### config.mk
export PLATFORM = sky130hd
export DESIGN_NAME = to8bit_flat
export DESIGN_NICKNAME = d
export VERILOG_FILES = /design/src/rtl/to8bit_if.sv /design/src/rtl/to8bit.sv /design/src/flat_wrapper.sv
export SDC_FILE = /design/constraint.sdc
export NUM_CORES = 1
export LEC_CHECK = 0
export CELL_PAD_IN_SITES_DETAIL_PLACEMENT = 0
export CELL_PAD_IN_SITES_GLOBAL_PLACEMENT = 1
export CORE_ASPECT_RATIO = 1.2
export CORE_MARGIN = 1.5
export CORE_UTILIZATION = 29
export DETAILED_ROUTE_END_ITERATION = 16
export PLACE_DENSITY_LB_ADDON = 0.1
export SKIP_LAST_GASP = 1
export SLEW_MARGIN = 30
export SYNTH_ARGS = -nofsm -noshare
export SYNTH_HDL_FRONTEND = slang
export SYNTH_SLANG_ARGS = --single-unit
### constraint.sdc
create_clock -name clk -period 1.5 [get_ports clk]
set_clock_uncertainty 0.2 [all_clocks]
set_input_delay 0.225 -clock clk [delete_from_list [all_inputs] [get_ports clk]]
set_output_delay 0.225 -clock clk [all_outputs]
set_load 0.05 [all_outputs]
### src/rtl/to8bit_if.sv
// Word-side and byte-side signals of the word-to-byte serializer.
// The master modport drives words in; the slave modport is the serializer.
interface to8bit_if;
  logic        enb;
  logic [1:0]  dataS;
  logic [7:0]  dataIn8;
  logic [15:0] dataIn16;
  logic [31:0] dataIn32;
  logic        validIn;
  logic        readyIn;
  logic [7:0]  dataOut;
  logic        validOut;
  logic [1:0]  dataSInternal;
  logic [1:0]  contador;
  logic        busy;

  modport master (
    output enb, dataS, dataIn8, dataIn16, dataIn32, validIn,
    input  readyIn, dataOut, validOut, dataSInternal, contador, busy
  );

  modport slave (
    input  enb, dataS, dataIn8, dataIn16, dataIn32, validIn,
    output readyIn, dataOut, validOut, dataSInternal, contador, busy
  );
endinterface

### src/rtl/to8bit.sv
// Word-to-byte serializer: takes an 8/16/32-bit word per handshake and emits
// it MSB byte first, one byte per enabled clock, with no bubble between words.
module to8bit (
  input  logic     clk,
  input  logic     rst,
  to8bit_if.slave  bus
);

  logic [23:0] pend_q, pend_d;
  logic [1:0]  rem_q, rem_d;
  logic [7:0]  data_out_q, data_out_d;
  logic        valid_out_q, valid_out_d;
  logic [1:0]  data_s_q, data_s_d;
  logic [1:0]  contador_q, contador_d;
  logic        busy_q, busy_d;
  logic        ready;
  logic        accept;

  // Ready also while the last byte is on the output, so words stream back-to-back.
  assign ready  = bus.enb && (rem_q == 2'd0);
  assign accept = ready && bus.validIn;

  always_comb begin
    pend_d      = pend_q;
    rem_d       = rem_q;
    data_out_d  = data_out_q;
    valid_out_d = valid_out_q;
    data_s_d    = data_s_q;
    contador_d  = contador_q;
    if (bus.enb) begin
      if (accept) begin
        data_s_d    = bus.dataS;
        contador_d  = 2'd0;
        valid_out_d = 1'b1;
        case (bus.dataS)
          2'b01: begin
            data_out_d = bus.dataIn16[15:8];
            pend_d     = {bus.dataIn16[7:0], 16'h0000};
            rem_d      = 2'd1;
          end
          2'b10: begin
            data_out_d = bus.dataIn32[31:24];
            pend_d     = bus.dataIn32[23:0];
            rem_d      = 2'd3;
          end
          default: begin
            data_out_d = bus.dataIn8;
            pend_d     = 24'h000000;
            rem_d      = 2'd0;
          end
        endcase
      end else if (rem_q != 2'd0) begin
        data_out_d  = pend_q[23:16];
        pend_d      = {pend_q[15:0], 8'h00};
        rem_d       = rem_q - 2'd1;
        contador_d  = contador_q + 2'd1;
        valid_out_d = 1'b1;
      end else begin
        valid_out_d = 1'b0;
      end
    end
    busy_d = (rem_d != 2'd0);
  end

  always_ff @(posedge clk or posedge rst) begin
    if (rst) begin
      pend_q      <= 24'h000000;
      rem_q       <= 2'd0;
      data_out_q  <= 8'h00;
      valid_out_q <= 1'b0;
      data_s_q    <= 2'd0;
      contador_q  <= 2'd0;
      busy_q      <= 1'b0;
    end else begin
      pend_q      <= pend_d;
      rem_q       <= rem_d;
      data_out_q  <= data_out_d;
      valid_out_q <= valid_out_d;
      data_s_q    <= data_s_d;
      contador_q  <= contador_d;
      busy_q      <= busy_d;
    end
  end

  assign bus.readyIn       = ready;
  assign bus.dataOut       = data_out_q;
  assign bus.validOut      = valid_out_q;
  assign bus.dataSInternal = data_s_q;
  assign bus.contador      = contador_q;
  assign bus.busy          = busy_q;

endmodule

### src/flat_wrapper.sv
// flat-port wrapper written by rule: the top's interface ports become plain ports
module to8bit_flat 
  (clk, rst, bus_enb, bus_dataS, bus_dataIn8, bus_dataIn16, bus_dataIn32, bus_validIn, bus_readyIn, bus_dataOut, bus_validOut, bus_dataSInternal, bus_contador, bus_busy);
  to8bit_if bus_i ();
  input  logic clk;
  input  logic rst;
  input wire logic [$bits(bus_i.enb)-1:0] bus_enb;
  input wire logic [$bits(bus_i.dataS)-1:0] bus_dataS;
  input wire logic [$bits(bus_i.dataIn8)-1:0] bus_dataIn8;
  input wire logic [$bits(bus_i.dataIn16)-1:0] bus_dataIn16;
  input wire logic [$bits(bus_i.dataIn32)-1:0] bus_dataIn32;
  input wire logic [$bits(bus_i.validIn)-1:0] bus_validIn;
  output wire logic [$bits(bus_i.readyIn)-1:0] bus_readyIn;
  output wire logic [$bits(bus_i.dataOut)-1:0] bus_dataOut;
  output wire logic [$bits(bus_i.validOut)-1:0] bus_validOut;
  output wire logic [$bits(bus_i.dataSInternal)-1:0] bus_dataSInternal;
  output wire logic [$bits(bus_i.contador)-1:0] bus_contador;
  output wire logic [$bits(bus_i.busy)-1:0] bus_busy;
  assign bus_i.enb = bus_enb;
  assign bus_i.dataS = bus_dataS;
  assign bus_i.dataIn8 = bus_dataIn8;
  assign bus_i.dataIn16 = bus_dataIn16;
  assign bus_i.dataIn32 = bus_dataIn32;
  assign bus_i.validIn = bus_validIn;
  assign bus_readyIn = bus_i.readyIn;
  assign bus_dataOut = bus_i.dataOut;
  assign bus_validOut = bus_i.validOut;
  assign bus_dataSInternal = bus_i.dataSInternal;
  assign bus_contador = bus_i.contador;
  assign bus_busy = bus_i.busy;
  to8bit u_core (.clk(clk), .rst(rst), .bus(bus_i));
endmodule
==> results of run 1 <==
==> what timing repair did <==
| action | CTS | global route |
|---|---|---|
| setup endpoints to repair | 41 | 41 |
| setup buffers | 19 | 3 |
| pin swaps | 13 | 11 |
| resized for setup | 20 | 29 |
| gates cloned | 1 | 5 |
==> Yosys cell counts (all sizes together), types with 2 or more instances <==
| master | instances | area (µm²) |
|---|---|---|
| a32oi | 16 | 140 |
| mux2 | 2 | 22.5 |
| inv | 6 | 22.5 |
| a221o | 15 | 150 |
| nor2 | 20 | 75.1 |
| ha | 3 | 37.5 |
| a21oi | 17 | 85.1 |
| nand2b | 9 | 56.3 |
| and3 | 7 | 43.8 |
| a21o | 2 | 15.0 |
| dfrtp | 40 | 1000 |
| clkbuf | 7 | 26.3 |
| a22o | 17 | 149 |
| buf | 11 | 62.6 |
| nand2 | 4 | 15.0 |
==> worst paths after layout <==
| path | to | depth (start not counted) |
|---|---|---|
| worst max register to register | u_core.bus.validOut | 6 |
| worst min-delay path | u_core.bus.validOut | 3 |
| worst max-delay path | bus_readyIn | 4 |
| max in group asynchronous | u_core.pend_q[16] | 3 |
| min in group clk | u_core.pend_q[4] | 1 |
| worst min register to register | u_core.pend_q[4] | 1 |
==> cell families (layout without fill, tap and decap cells) <==
group                      count (synthesis)  after routing
AOI/OAI and AO/OA                         73             73
and+or+nand+nor                           44             44
DFF                                       40             40
buffers and inverters                     25            137
adders and majority gates                  3              3
muxes                                      3              3
==> state kept, by name (all words and copies together), names as in the netlist <==
signal,flops
u_core.bus.busy,1
u_core.bus.contador,2
u_core.bus.dataSInternal,2
u_core.pend_q,24
u_core.bus.dataOut,8
u_core.rem_q,2
u_core.bus.validOut,1
==> metrics by stage <==
step / util, % / hold WS (ns) / setup TNS [ns] / cells
3_3_place_gp: 48.8 / 0.280 / -22.12 / 350
4_1_cts: 53.6 / 0.0706 / -6.10 / 378
5_1_grt: 57.2 / 0.0921 / -8.43 / 385
3_5_place_dp: 48.8 / 0.288 / -22.83 / 350
2_1_floorplan: - / 0.158 / -1.02 / 188
6_report: 57.2 / 0.0587 / -6.53 / 385
==> placed cells by master, fill, tap and decap left out, types with 6 or more instances in the layout <==
cell type / n
a221o_1: 15
nand2b_1: 9
a22o_1: 17
buf_4: 24
nor2_4: 11
clkbuf_8: 6
clkdlybuf4s50_1: 59
buf_12: 20
buf_6: 13
a21oi_2: 7
a32oi_1: 16
nor2_1: 9
a21oi_1: 10
dfrtp_1: 40
and3_1: 7
==> tightest hold or removal path, delay by kind of cell <==
kind / cells / cell delay, ns
buffers and inverters: 3 / 0.69
==> area by class of cell <==
cell class / instances / area (µm²)
clock buffers: 6 / 82.6
clock inverters: 2 / 10.0
fillers: 581 / 2800
inverters: 7 / 56.3
multi-input cells: 123 / 1060
flip-flops and latches: 40 / 1000
well taps: 85 / 106
repair buffers: 122 / 1420
==> routing by layer <==
layer  global-route usage (%)  share of wire [%]  up-vias
met1                     21.1                 41      964
met4                     5.06                1.0        0
met3                     3.98                4.7        6
met2                     28.4                 53       54
met5                        0                  0        -
li1                         -                  -      947
==> power by group <==
part	internal, µW	total, µW	switching [µW]
logic	930	1710	777
clock network	367	752	385
registers	1240	1420	176
total	2540	3870	1340
==> flow_summary_export.csv, run 1 <==
group,metric,value,unit
logic_synthesis,synthDistinctLibCells,28,
setup_path,r2r-start,"u_core.rem_q[0]",
clock_network,cts_hold_buf,0,
finish,fin_nets,364,
clock_network,clock-sinks,40,
power_and_ir_drop,p_leak,0.00161,µW
setup_path,startpoint_type,"flip-flop",
setup_path,cp.buffers_inverters,2,
logic_synthesis,synth_xor_area_share,0,%
logic_synthesis,synth_fa_ha_area_share,1.88,%
logic_synthesis,muxShareOfSynthArea,1.63,%
clock_network,ctsLongestPathBuffers,2,
setup_path,worstSetupEndpointType,"output port",
grt,grt_max_degree,41,
logic_synthesis,yosysWarnings,0,
logic_synthesis,syn_nets,253,
route,drt-total-wl,6430,µm
logic_synthesis,synthSimpleGateAreaFrac,11.2,%
setup_path,cp_top_family,"flip-flops",
setup_path,crit_chain,"or2_4 > buf_12 > nor2_4 > buf_12",
setup_path,cp.required,1.07,ns
run_status,violations,"setup timing",
finish,post-route-cell-area,3730,µm²
clock_network,cts.clk_slew.worst_paths,0.08,ns
logic_synthesis,synth_compound_area_share,29.4,%
hold_path,hp-class,"input pin to asynchronous set/reset pin",
logic_synthesis,synthArstFlopShare,100,%
grt,grt_pass1_wl,9550,µm
setup_path,crit_start,"u_core.rem_q[0]",
clock_network,cts_made_buffers,5,
setup_path,cp_common_cell,"buf_12",
sta,period_needed,1.74,ns
setup_path,max_stage_delay,0.39,ns
sta,hold_violations,0,
clock_network,clk-insertion-delay-late,0.29,ns
placed_design,hpwl,3990,µm
sta,slew-limit-headroom,81.0,%
grt,grt_usage,16.8,%
sta,rsz0062_at_grt,"yes",
die,design.die.area,7400,µm²
die,die_w,78.8,µm
flow_run,maxCapViolCount,0,
setup_path,critPathMaxFanout,2,
logic_synthesis,syn-instance-count,188,
logic_synthesis,synth_edf_count,0,
die,pin_count,77,
finish,area_growth,86.7,%
grt,grt_pass1_vias,1911,
setup_path,cp.arrival,1.32,ns
power_and_ir_drop,vdd_drop_max,0.534,mV
die,die_h,93.9,µm
logic_synthesis,synth-seq-cells,40,
placed_design,place.gp.congestion,0.753,
power_and_ir_drop,p_per_area,1040,nW/µm²
clock_network,htreeDepth,2,
route,drc,0,
logic_synthesis,synth_top_family_by_area,"compound AO/OA/AOI/OAI gates",
logic_synthesis,syn_area,2000,µm²
sta,setup_slack,-0.243,ns
grt,antenna_found_initial,0,
power_and_ir_drop,finalPower,3870,µW
route,vias,1971,
route,first_pass_iters,4,
placed_design,portBuffers,76,
route,wl_per_cell,16.7,µm
route,drt-initial-drc-count,51,
sta,finalSetupViolations,41,
setup_path,r2r_slack,-0.23,ns
finish,antenna_cells,0,
sta,tightest_slew,0.284,ns
route,vias_per_cell,5.12,
run_status,status,"finished with violations",
die,core-area,6530,µm²
setup_path,critPathSlowestCell,"dfrtp_1",
placed_design,placed_cell_area,3190,µm²
setup_path,crit_type,"flip-flop to output port",
logic_synthesis,ys_seq_area_share,50.1,%
die,initial_core_util,30.6,%
clock_network,cts_tree,"done",
route,ant_nets,0,
sta,min_period_over_period,116,%
logic_synthesis,synth_ff_type,"dfrtp_1",
placed_design,pre_cts_ws,-0.676,ns
clock_network,cts_root_buf,"clkbuf_8",
die,placementRows,32,
logic_synthesis,avgSynthCellArea,10.6,µm²
grt,grt_remaining_overflow,0,
finish,layout-drive-gt1-share,33.7,%
sta,max_freq,0.574,GHz
sta,slew_violations,0,
No activity file was read; power rests on OpenSTA's default activity.
==> run 2, diff against run 1 <==
--- a/config.mk
+++ b/config.mk
@@ -11,6 +11,7 @@
 export CORE_MARGIN = 1.5
 export CORE_UTILIZATION = 29
 export DETAILED_ROUTE_END_ITERATION = 16
+export MAX_ROUTING_LAYER = met4
 export PLACE_DENSITY_LB_ADDON = 0.1
 export SKIP_LAST_GASP = 1
 export SLEW_MARGIN = 30
==> flow_summary_export.csv, run 2 (same netlist as run 1, synthesis figures left out) <==
group,metric,value,unit
run_status,status,"finished with violations",
run_status,violations,"setup timing",
grt,grt_max_degree,41,
setup_path,cp_top_family,"flip-flops",
route,vias_per_cell,5.12,
sta,period_needed,1.75,ns
grt,grt_usage,17.2,%
clock_network,htreeDepth,2,
power_and_ir_drop,seqPwrFrac,36.6,%
grt,grt_pass1_wl,9560,µm
clock_network,clk-insertion-delay-late,0.29,ns
route,first_pass_iters,4,
clock_network,cts_root_buf,"clkbuf_8",
sta,slew-limit-headroom,81.0,%
clock_network,cts_made_buffers,5,
grt,antenna_found_initial,0,
placed_design,portBuffers,76,
clock_network,clock-sinks,40,
die,pin_count,77,
sta,min_period_over_period,116,%
setup_path,crit_type,"flip-flop to output port",
setup_path,r2r_end,"u_core.bus.validOut",
finish,final_cell_mix,"clkdlybuf4s50_1 (59), dfrtp_1 (40), buf_4 (24)",
power_and_ir_drop,internal_power,2530,µW
route,drt-total-wl,6410,µm
finish,mostFrequentLayoutCell,"clkdlybuf4s50_1",
finish,layout-drive-gt1-share,33.1,%
die,initial_core_util,30.6,%
setup_path,max_stage_delay,0.39,ns
finish,area_growth,85.7,%
power_and_ir_drop,combinationalPowerShare,43.9,%
finish,max_flop_register,"u_core.pend_q",
sta,tightest_slew,0.284,ns
finish,post-route-cell-area,3710,µm²
setup_path,worstSetupEndpointType,"output port",
power_and_ir_drop,p_leak,0.00160,µW
placed_design,pre_cts_ws,-0.676,ns
sta,rsz0062_at_grt,"yes",
setup_path,cp.required,1.07,ns
sta,slew_violations,0,
die,placementRows,32,
setup_path,cp.buffers_inverters,2,
sta,hold_violations,0,
finish,antenna_cells,0,
route,wl_per_cell,16.7,µm
finish,post-route-util,56.9,%
die,die_h,93.9,µm
setup_path,cp_common_cell,"buf_12",
sta,max_freq,0.573,GHz
placed_design,hpwl,3990,µm
setup_path,crit_chain,"or2_4 > buf_12 > nor2_4 > buf_12",
setup_path,critPathMaxFanout,2,
placed_design,place.gp.congestion,0.762,
power_and_ir_drop,power_switching,1330,µW
route,drc,0,
clock_network,ctsLongestPathBuffers,2,
setup_path,crit_start,"u_core.rem_q[0]",
finish,fin_nets,363,
die,die_w,78.8,µm
sta,finalSetupViolations,41,
setup_path,startpoint_type,"flip-flop",
sta,fin_setup_tns,-6.56,ns
setup_path,rr_worst_depth,6,
setup_path,crit_cells,4,
setup_path,critPathSlowestCell,"dfrtp_1",
grt,grt_pass1_vias,1908,
power_and_ir_drop,swShare,34.5,%
clock_network,cts_tree,"done",
sta,setup_slack,-0.247,ns
setup_path,crit_end,"bus_readyIn",
route,ant_nets,0,
finish,fillerInstances,582,
power_and_ir_drop,clkPwrFrac,19.5,%
hold_path,hp-class,"input pin to asynchronous set/reset pin",
die,core-area,6530,µm²
flow_run,maxCapViolCount,0,
placed_design,placed_cell_area,3190,µm²
setup_path,cp.arrival,1.32,ns
power_and_ir_drop,p_per_area,1040,nW/µm²
setup_path,r2r_slack,-0.23,ns
power_and_ir_drop,vdd_drop_max,0.532,mV
finish,largest_reg_flops,24,
grt,grt_remaining_overflow,0,
route,vias,1967,
setup_path,r2r-start,"u_core.rem_q[0]",
route,drt-initial-drc-count,46,
die,design.die.area,7400,µm²
clock_network,cts.clk_slew.worst_paths,0.07,ns
[run 2: cell count changes in the layout (fill, tap and decap cells not counted), sizes merged]
cell / before / now
buf: 58 / 57
[run 2: area by class of cell]
| cell class | count | area [µm²] | area share (%) |
|---|---|---|---|
| clock buffers | 6 | 82.6 | 2.23 |
| inverters | 7 | 56.3 | 1.52 |
| multi-input cells | 123 | 1050 | 28.3 |
| flip-flops and latches | 40 | 1000 | 27.0 |
| well taps | 85 | 106 | 2.87 |
| clock inverters | 2 | 10.0 | 0.270 |
| repair buffers | 121 | 1400 | 37.8 |
[run 2: how the worst min path moves through the flow]
| stage | slack, ns | cells after the start | to |
|---|---|---|---|
| after detailed placement | 0.29 | 1 | u_core.pend_q[5] |
| after floorplan | 0.16 | 1 | u_core.pend_q[0] |
| after CTS | 0.07 | 3 | u_core.bus.validOut |
| after global placement | 0.28 | 1 | u_core.pend_q[6] |
| final | 0.06 | 3 | u_core.bus.validOut |
| after global routing | 0.09 | 3 | u_core.pend_q[15] |
[run 2: power groups by stage]
stage               Combinational [µW]  Sequential (µW)  Clock [µW]
floorplan                          436             1660           0
global placement                  1440             1410           0
detailed placement                1450             1410           0
CTS                               1570             1390         778
global route                      1780             1440         823
finish                            1700             1410         753
[run 2: worst min-delay path, cell delays in order]
cell and delay, ns:
clkdlybuf4s50_1 0.40, clkinv_1 0.07, buf_12 0.22
[run 2: metal layers]
layer | up-vias | GRT usage, % | part of all wire, %
li1 | 944 | - | -
met1 | 962 | 21.2 | 41
met2 | 55 | 28.4 | 53
met3 | 6 | 3.88 | 4.6
met4 | 0 | 5.06 | 1.0
met5 | - | - | 0
[run 2: through the flow]
stage               power, µW  hold slack (ns)  instances
detailed placement       2860            0.288        350
floorplan                2090            0.158        188
global placement         2850            0.280        350
CTS                      3730           0.0706        378
finish                   3860           0.0578        384
global route             4040           0.0921        384
[run 2: repair_timing]
item | 4_1_cts | 5_1_grt
hold buffers | 0 | 0
setup endpoints to repair | 41 | 41
cloned | 1 | 4
setup buffers | 19 | 3
pin swaps | 13 | 11
resized for setup | 20 | 27
